<file path="src/rtl/pwm_led_array_if.sv">
// Configuration write bus for pwm_led_array.
// master drives wr_en/wr_chan/wr_mode/wr_level; slave receives them.
interface pwm_led_array_if #(
   parameter int WIDTH = 8
);
   logic             wr_en;
   logic [3:0]       wr_chan;
   logic [1:0]       wr_mode;
   logic [WIDTH-1:0] wr_level;

   modport master (
      output wr_en, wr_chan, wr_mode, wr_level
   );

   modport slave (
      input wr_en, wr_chan, wr_mode, wr_level
   );
endinterface

</file>
<file path="src/rtl/pwm_led_array.sv">
// Multi-channel LED PWM driver with fixed, breathe, on and off modes.
// Ports: clk_50, rst_n, wr (config bus), led[CHANNELS], period_start.
module pwm_led_array #(
   parameter int CHANNELS = 4,
   parameter int WIDTH    = 8,
   parameter int PRESCALE = 2500,
   parameter int STEP_DIV = 100000
) (
   input  logic                clk_50,
   input  logic                rst_n,
   pwm_led_array_if.slave      wr,
   output logic [CHANNELS-1:0] led,
   output logic                period_start
);

   localparam int PW = (PRESCALE > 1) ? $clog2(PRESCALE) : 1;
   localparam int SW = (STEP_DIV > 1) ? $clog2(STEP_DIV) : 1;
   localparam logic [WIDTH-1:0] MAX = '1;

   typedef enum logic [1:0] {
      M_OFF = 2'b00,
      M_FIX = 2'b01,
      M_BRE = 2'b10,
      M_ON  = 2'b11
   } mode_e;

   logic [PW-1:0]       presc_q, presc_d;
   logic [WIDTH-1:0]    pos_q, pos_d;
   logic [SW-1:0]       stc_q, stc_d;
   logic [CHANNELS-1:0] led_q, led_d;
   logic                ps_q, ps_d;
   logic [CHANNELS-1:0] dir_q, dir_d;
   mode_e               mode_q   [CHANNELS];
   mode_e               mode_d   [CHANNELS];
   mode_e               mode_s_q [CHANNELS];
   mode_e               mode_s_d [CHANNELS];
   logic [WIDTH-1:0]    level_q  [CHANNELS];
   logic [WIDTH-1:0]    level_d  [CHANNELS];
   logic [WIDTH-1:0]    duty_s_q [CHANNELS];
   logic [WIDTH-1:0]    duty_s_d [CHANNELS];

   logic tick, stp, wrap;

   always_comb begin
      tick    = (presc_q == PW'(PRESCALE - 1));
      stp     = (stc_q == SW'(STEP_DIV - 1));
      wrap    = tick && (pos_q == MAX);
      presc_d = tick ? '0 : presc_q + 1'b1;
      pos_d   = tick ? pos_q + 1'b1 : pos_q;
      stc_d   = stp ? '0 : stc_q + 1'b1;
      ps_d    = wrap;
      led_d   = led_q;
      dir_d   = dir_q;
      for (int i = 0; i < CHANNELS; i++) begin
         mode_d[i]   = mode_q[i];
         level_d[i]  = level_q[i];
         mode_s_d[i] = mode_s_q[i];
         duty_s_d[i] = duty_s_q[i];
         // led samples the shadows of the period that is ending
         if (tick) begin
            unique case (mode_s_q[i])
               M_OFF:   led_d[i] = 1'b0;
               M_ON:    led_d[i] = 1'b1;
               default: led_d[i] = (pos_q < duty_s_q[i]);
            endcase
         end
         if (wrap) begin
            mode_s_d[i] = mode_q[i];
            duty_s_d[i] = level_q[i];
         end
         // a host write overrides a coincident breathe step
         if (wr.wr_en && (wr.wr_chan == 4'(i))) begin
            mode_d[i]  = mode_e'(wr.wr_mode);
            level_d[i] = wr.wr_level;
            dir_d[i]   = 1'b0;
         end else if (stp && (mode_q[i] == M_BRE)) begin
            if (!dir_q[i]) begin
               if (level_q[i] == MAX) dir_d[i] = 1'b1;
               else level_d[i] = level_q[i] + 1'b1;
            end else begin
               if (level_q[i] == '0) dir_d[i] = 1'b0;
               else level_d[i] = level_q[i] - 1'b1;
            end
         end
      end
   end

   always_ff @(posedge clk_50 or negedge rst_n) begin
      if (!rst_n) begin
         presc_q <= '0;
         pos_q   <= '0;
         stc_q   <= '0;
         led_q   <= '0;
         ps_q    <= 1'b0;
         dir_q   <= '0;
         for (int i = 0; i < CHANNELS; i++) begin
            mode_q[i]   <= M_OFF;
            level_q[i]  <= '0;
            mode_s_q[i] <= M_OFF;
            duty_s_q[i] <= '0;
         end
      end else begin
         presc_q <= presc_d;
         pos_q   <= pos_d;
         stc_q   <= stc_d;
         led_q   <= led_d;
         ps_q    <= ps_d;
         dir_q   <= dir_d;
         for (int i = 0; i < CHANNELS; i++) begin
            mode_q[i]   <= mode_d[i];
            level_q[i]  <= level_d[i];
            mode_s_q[i] <= mode_s_d[i];
            duty_s_q[i] <= duty_s_d[i];
         end
      end
   end

   assign led          = led_q;
   assign period_start = ps_q;

endmodule
</file>
<file path="src/flat_wrapper.sv">
// flat-port wrapper written by rule: the top's interface ports become plain ports
module pwm_led_array_flat 
#(
   parameter int CHANNELS = 4,
   parameter int WIDTH    = 8,
   parameter int PRESCALE = 2500,
   parameter int STEP_DIV = 100000
)
  (clk_50, rst_n, led, period_start, wr_wr_en, wr_wr_chan, wr_wr_mode, wr_wr_level);
  pwm_led_array_if #(.WIDTH(WIDTH)) wr_i ();
  input  logic clk_50;
  input  logic rst_n;
  output logic [CHANNELS-1:0] led;
  output logic period_start;
  input wire logic [$bits(wr_i.wr_en)-1:0] wr_wr_en;
  input wire logic [$bits(wr_i.wr_chan)-1:0] wr_wr_chan;
  input wire logic [$bits(wr_i.wr_mode)-1:0] wr_wr_mode;
  input wire logic [$bits(wr_i.wr_level)-1:0] wr_wr_level;
  assign wr_i.wr_en = wr_wr_en;
  assign wr_i.wr_chan = wr_wr_chan;
  assign wr_i.wr_mode = wr_wr_mode;
  assign wr_i.wr_level = wr_wr_level;
  pwm_led_array #(.CHANNELS(CHANNELS), .WIDTH(WIDTH), .PRESCALE(PRESCALE), .STEP_DIV(STEP_DIV)) u_core (.clk_50(clk_50), .rst_n(rst_n), .wr(wr_i), .led(led), .period_start(period_start));
endmodule
</file>
<file path="config.mk">
export PLATFORM = sky130hd
export DESIGN_NAME = pwm_led_array_flat
export DESIGN_NICKNAME = d
export VERILOG_FILES = /design/src/rtl/pwm_led_array_if.sv /design/src/rtl/pwm_led_array.sv /design/src/flat_wrapper.sv
export SDC_FILE = /design/constraint.sdc
export NUM_CORES = 1
export LEC_CHECK = 0
export ABC_AREA = 1
export BUFFER_PORTS_ARGS = -buffer_cell sky130_fd_sc_hd__buf_4
export CORE_ASPECT_RATIO = 0.75
export CORE_MARGIN = 5
export CORE_UTILIZATION = 25
export CTS_BUF_LIST = sky130_fd_sc_hd__clkbuf_2
export DETAILED_ROUTE_END_ITERATION = 12
export PLACE_DENSITY = 0.45
export SLEW_MARGIN = 20
export SYNTH_ARGS = -nofsm -noshare
export SYNTH_HDL_FRONTEND = slang
export SYNTH_SLANG_ARGS = --single-unit
</file>
<file path="constraint.sdc">
create_clock -name clk_50 -period 1.9 [get_ports clk_50]
set_input_delay 0.57 -clock clk_50 [delete_from_list [all_inputs] [get_ports clk_50]]
set_output_delay 0.57 -clock clk_50 [all_outputs]
set_load 0.02 [all_outputs]
</file>
==> results.ini <==
[outcome]
status=finished clean

[sta]
fin_skew_ns=0.0506
min_period_ns=1.85
finalHoldViolations=0
tightest_slew_ns=0.452
max_freq_ghz=0.541
slew-limit-headroom_pct=69.9
setup_viol=0
rsz0062_at_grt=true
whs_ns=0.223
finalCritPeriodShare_pct=97.2
maxSlewViolCount=0

[yosys]
synth_mux_area_share_pct=0
synth-simple-area-share_pct=32.8
synth_cell_type_count=34
synth-xor-area-share_pct=2.66
syn_nets=1216
synthCells=1136
mappedNetlistArea_sq_um=8560
ys_seq_area_share_pct=36.8
synth_top_family_by_area=simple AND/OR/NAND/NOR gates
syn_area_per_cell_sq_um=7.53
ys_warn_count=0
synth_fa_ha_area_share_pct=9.56
synth_compound_area_share_pct=8.79
synth_seq_cells=126

[pwr]
cell_internal_pwr_mw=4.26
seq_power_share_pct=47.3
power.share.clock_pct=32.0
pwr-share-comb_pct=20.7
vdd_ir_drop_max_mv=0.217
powerDensity_nw_per_um2=648
switchingPower_mw=2.14
power.leakage_nw=5.02
finalPower_mw=6.40
switching_share_pct=33.4

[worst_setup_path]
worstPathArrival_ns=1.28
slowest_stage=dfrtp_1
crit_fanout=2
worstSetupStartpointType=flip-flop
worstSetupPathType=reg -> out
critical-path-max-stage-delay_ns=0.44
critPathBufInv=1
crit_chain=buf_6
end_kind=primary output
cp_top_family=flip-flops
crit_required_ns=1.33

[layout]
layout_commonest_cell=nand2_1
syn_to_final_growth_pct=15.4
multiInputGateArea_sq_um=4680
drive_above_1_share_pct=17.8
fin_area_sq_um=9870
fill_cells=3710
nNetsFinal=1274
ff_latch_area_sq_um=3160
final_core_util_pct=29.3
final_cell_mix=nand2_1 (306), inv_1 (176), dfrtp_1 (122)

[cts]
htree_num_levels=4
cts.reportedPaths.clkPinSlew_ns=0.23
cts-buffers-inserted=17
insertion_delay_ns=0.72
cts_root_buf=clkbuf_2
cts_tree=built
cts.sinks=126
clk_path_buf_depth=2

[grt]
overflow=0
grt_max_degree=57
track_usage_pct=11.9
antenna_found_initial=1
grt_pass1_vias=6796
grt_pass1_wl_um=36500

[placed_design]
placed_cell_area_sq_um=9420
gp_congestion=0.825
post-dp-hpwl_um=16500
io_buffers=21

[floorplan]
start_util_pct=25.4
die_area_sq_um=38100
dieWidth_um=224
design.core.area_sq_um=33700
row_count=58
num_io_pins=22
fp.dieH_um=170

[routing]
drt-initial-drc-count=499
first_pass_iters=5
vias_per_cell=4.27
vias=7087
wl_um=22000
drt-wirelength-per-cell_um=13.3
ant_nets=0
drc=0

[hold_path]
hp-class=in -> reg

[flow_run]
maxCapViolations=0

flip-flops by register name, summed over array words and instances, names as in the netlist:
name	cells
u_core.dir_q	4
u_core.duty_s_q	32
u_core.led	4
u_core.level_q	32
u_core.mode_q	8
u_core.mode_s_q	8
u_core.period_start	1
u_core.pos_q	8
u_core.presc_q	12
u_core.stc_q	17
per-stage QoR:
step | setup slack [ns] | std cells | setup TNS, ns
finish | 0.0526 | 1659 | 0
global route | -0.116 | 1659 | -0.354
CTS | -0.0820 | 1654 | -0.173
detailed placement | 0.0896 | 1619 | 0
global placement | 0.0877 | 1619 | 0
floorplan | 0.279 | 1136 | 0
final timing paths:
path                              startpoint            endpoint  slack [ns]  cells after the start
max                            u_core.led[3]              led[3]        0.05                      1
min                           wr_wr_level[7]  u_core.level_q[15]        0.22                      5
max reg2reg                  u_core.dir_q[0]  u_core.level_q[31]        0.13                      8
min reg2reg                u_core.presc_q[0]   u_core.presc_q[0]        0.47                      1
max in group asynchronous              rst_n  u_core.mode_s_q[2]        1.07                      3
min in group asynchronous              rst_n   u_core.presc_q[8]        0.26                      2
cells in the mapped netlist, drive strengths merged:
cell    instances  area share, %
a21oi          35            2.0
nand3b          9           0.79
nand4          19            1.4
and3            1          0.073
o22ai           1          0.073
or2             8           0.58
buf            10            1.2
ha             59            8.6
nor3           17            1.2
dfrtp         126             37
nand3          97            6.0
fa              4           0.94
a31oi           2           0.15
nor4            2           0.50
inv           179            7.8
o21a            3           0.26
o21ai          77            6.3
xnor2           9           0.92
clkbuf          7           0.31
nor2           96            4.6
xor2           17            1.7
nand2         358             18
power by group through the flow:
stage / sequential [mW] / clock [mW] / combinational, mW
6_report: 3.03 / 2.05 / 1.33
5_1_grt: 3.05 / 2.27 / 1.52
4_1_cts: 3.01 / 2.16 / 1.30
3_5_place_dp: 3.06 / 0 / 1.29
3_3_place_gp: 3.07 / 0 / 1.31
2_1_floorplan: 3.03 / 0 / 0.805
layout make-up:
class                   instances  share of cell area [%]
inverters                     179                    6.80
clock buffers                  17                   0.862
clock inverters                15                    2.13
well taps                     450                    5.70
repair buffers                 56                    5.06
flip-flops and latches        126                    32.0
diodes                          2                  0.0507
multi-input cells             814                    47.4
layer usage:
layer | wire length [um] | track usage, % | share of wire [%] | up-vias
li1 | - | - | - | 3722
met5 | 0 | 0 | 0 | -
met2 | 8760 | 16.7 | 40 | 96
met4 | 403 | 3.22 | 1.8 | 0
met1 | 12100 | 18.6 | 55 | 3251
met3 | 739 | 2.14 | 3.4 | 18
repair_timing:
action / in CTS / in global routing
hold buffers: 1 / 0
endpoints found under the hold margin: 121 / 0
setup endpoints to repair: 5 / 22
resized for setup: 5 / 17
setup buffers: 2 / 3
logic make-up (layout without fill, tap and decap cells):
kind of cell | after synthesis | count (layout)
buf+inv | 196 | 267
simple gates | 607 | 607
flops | 126 | 126
compound gates | 118 | 118
xor+xnor | 26 | 26
other cells | 0 | 2
fa+ha+maj | 63 | 63
(Power assumes the default switching activity.)
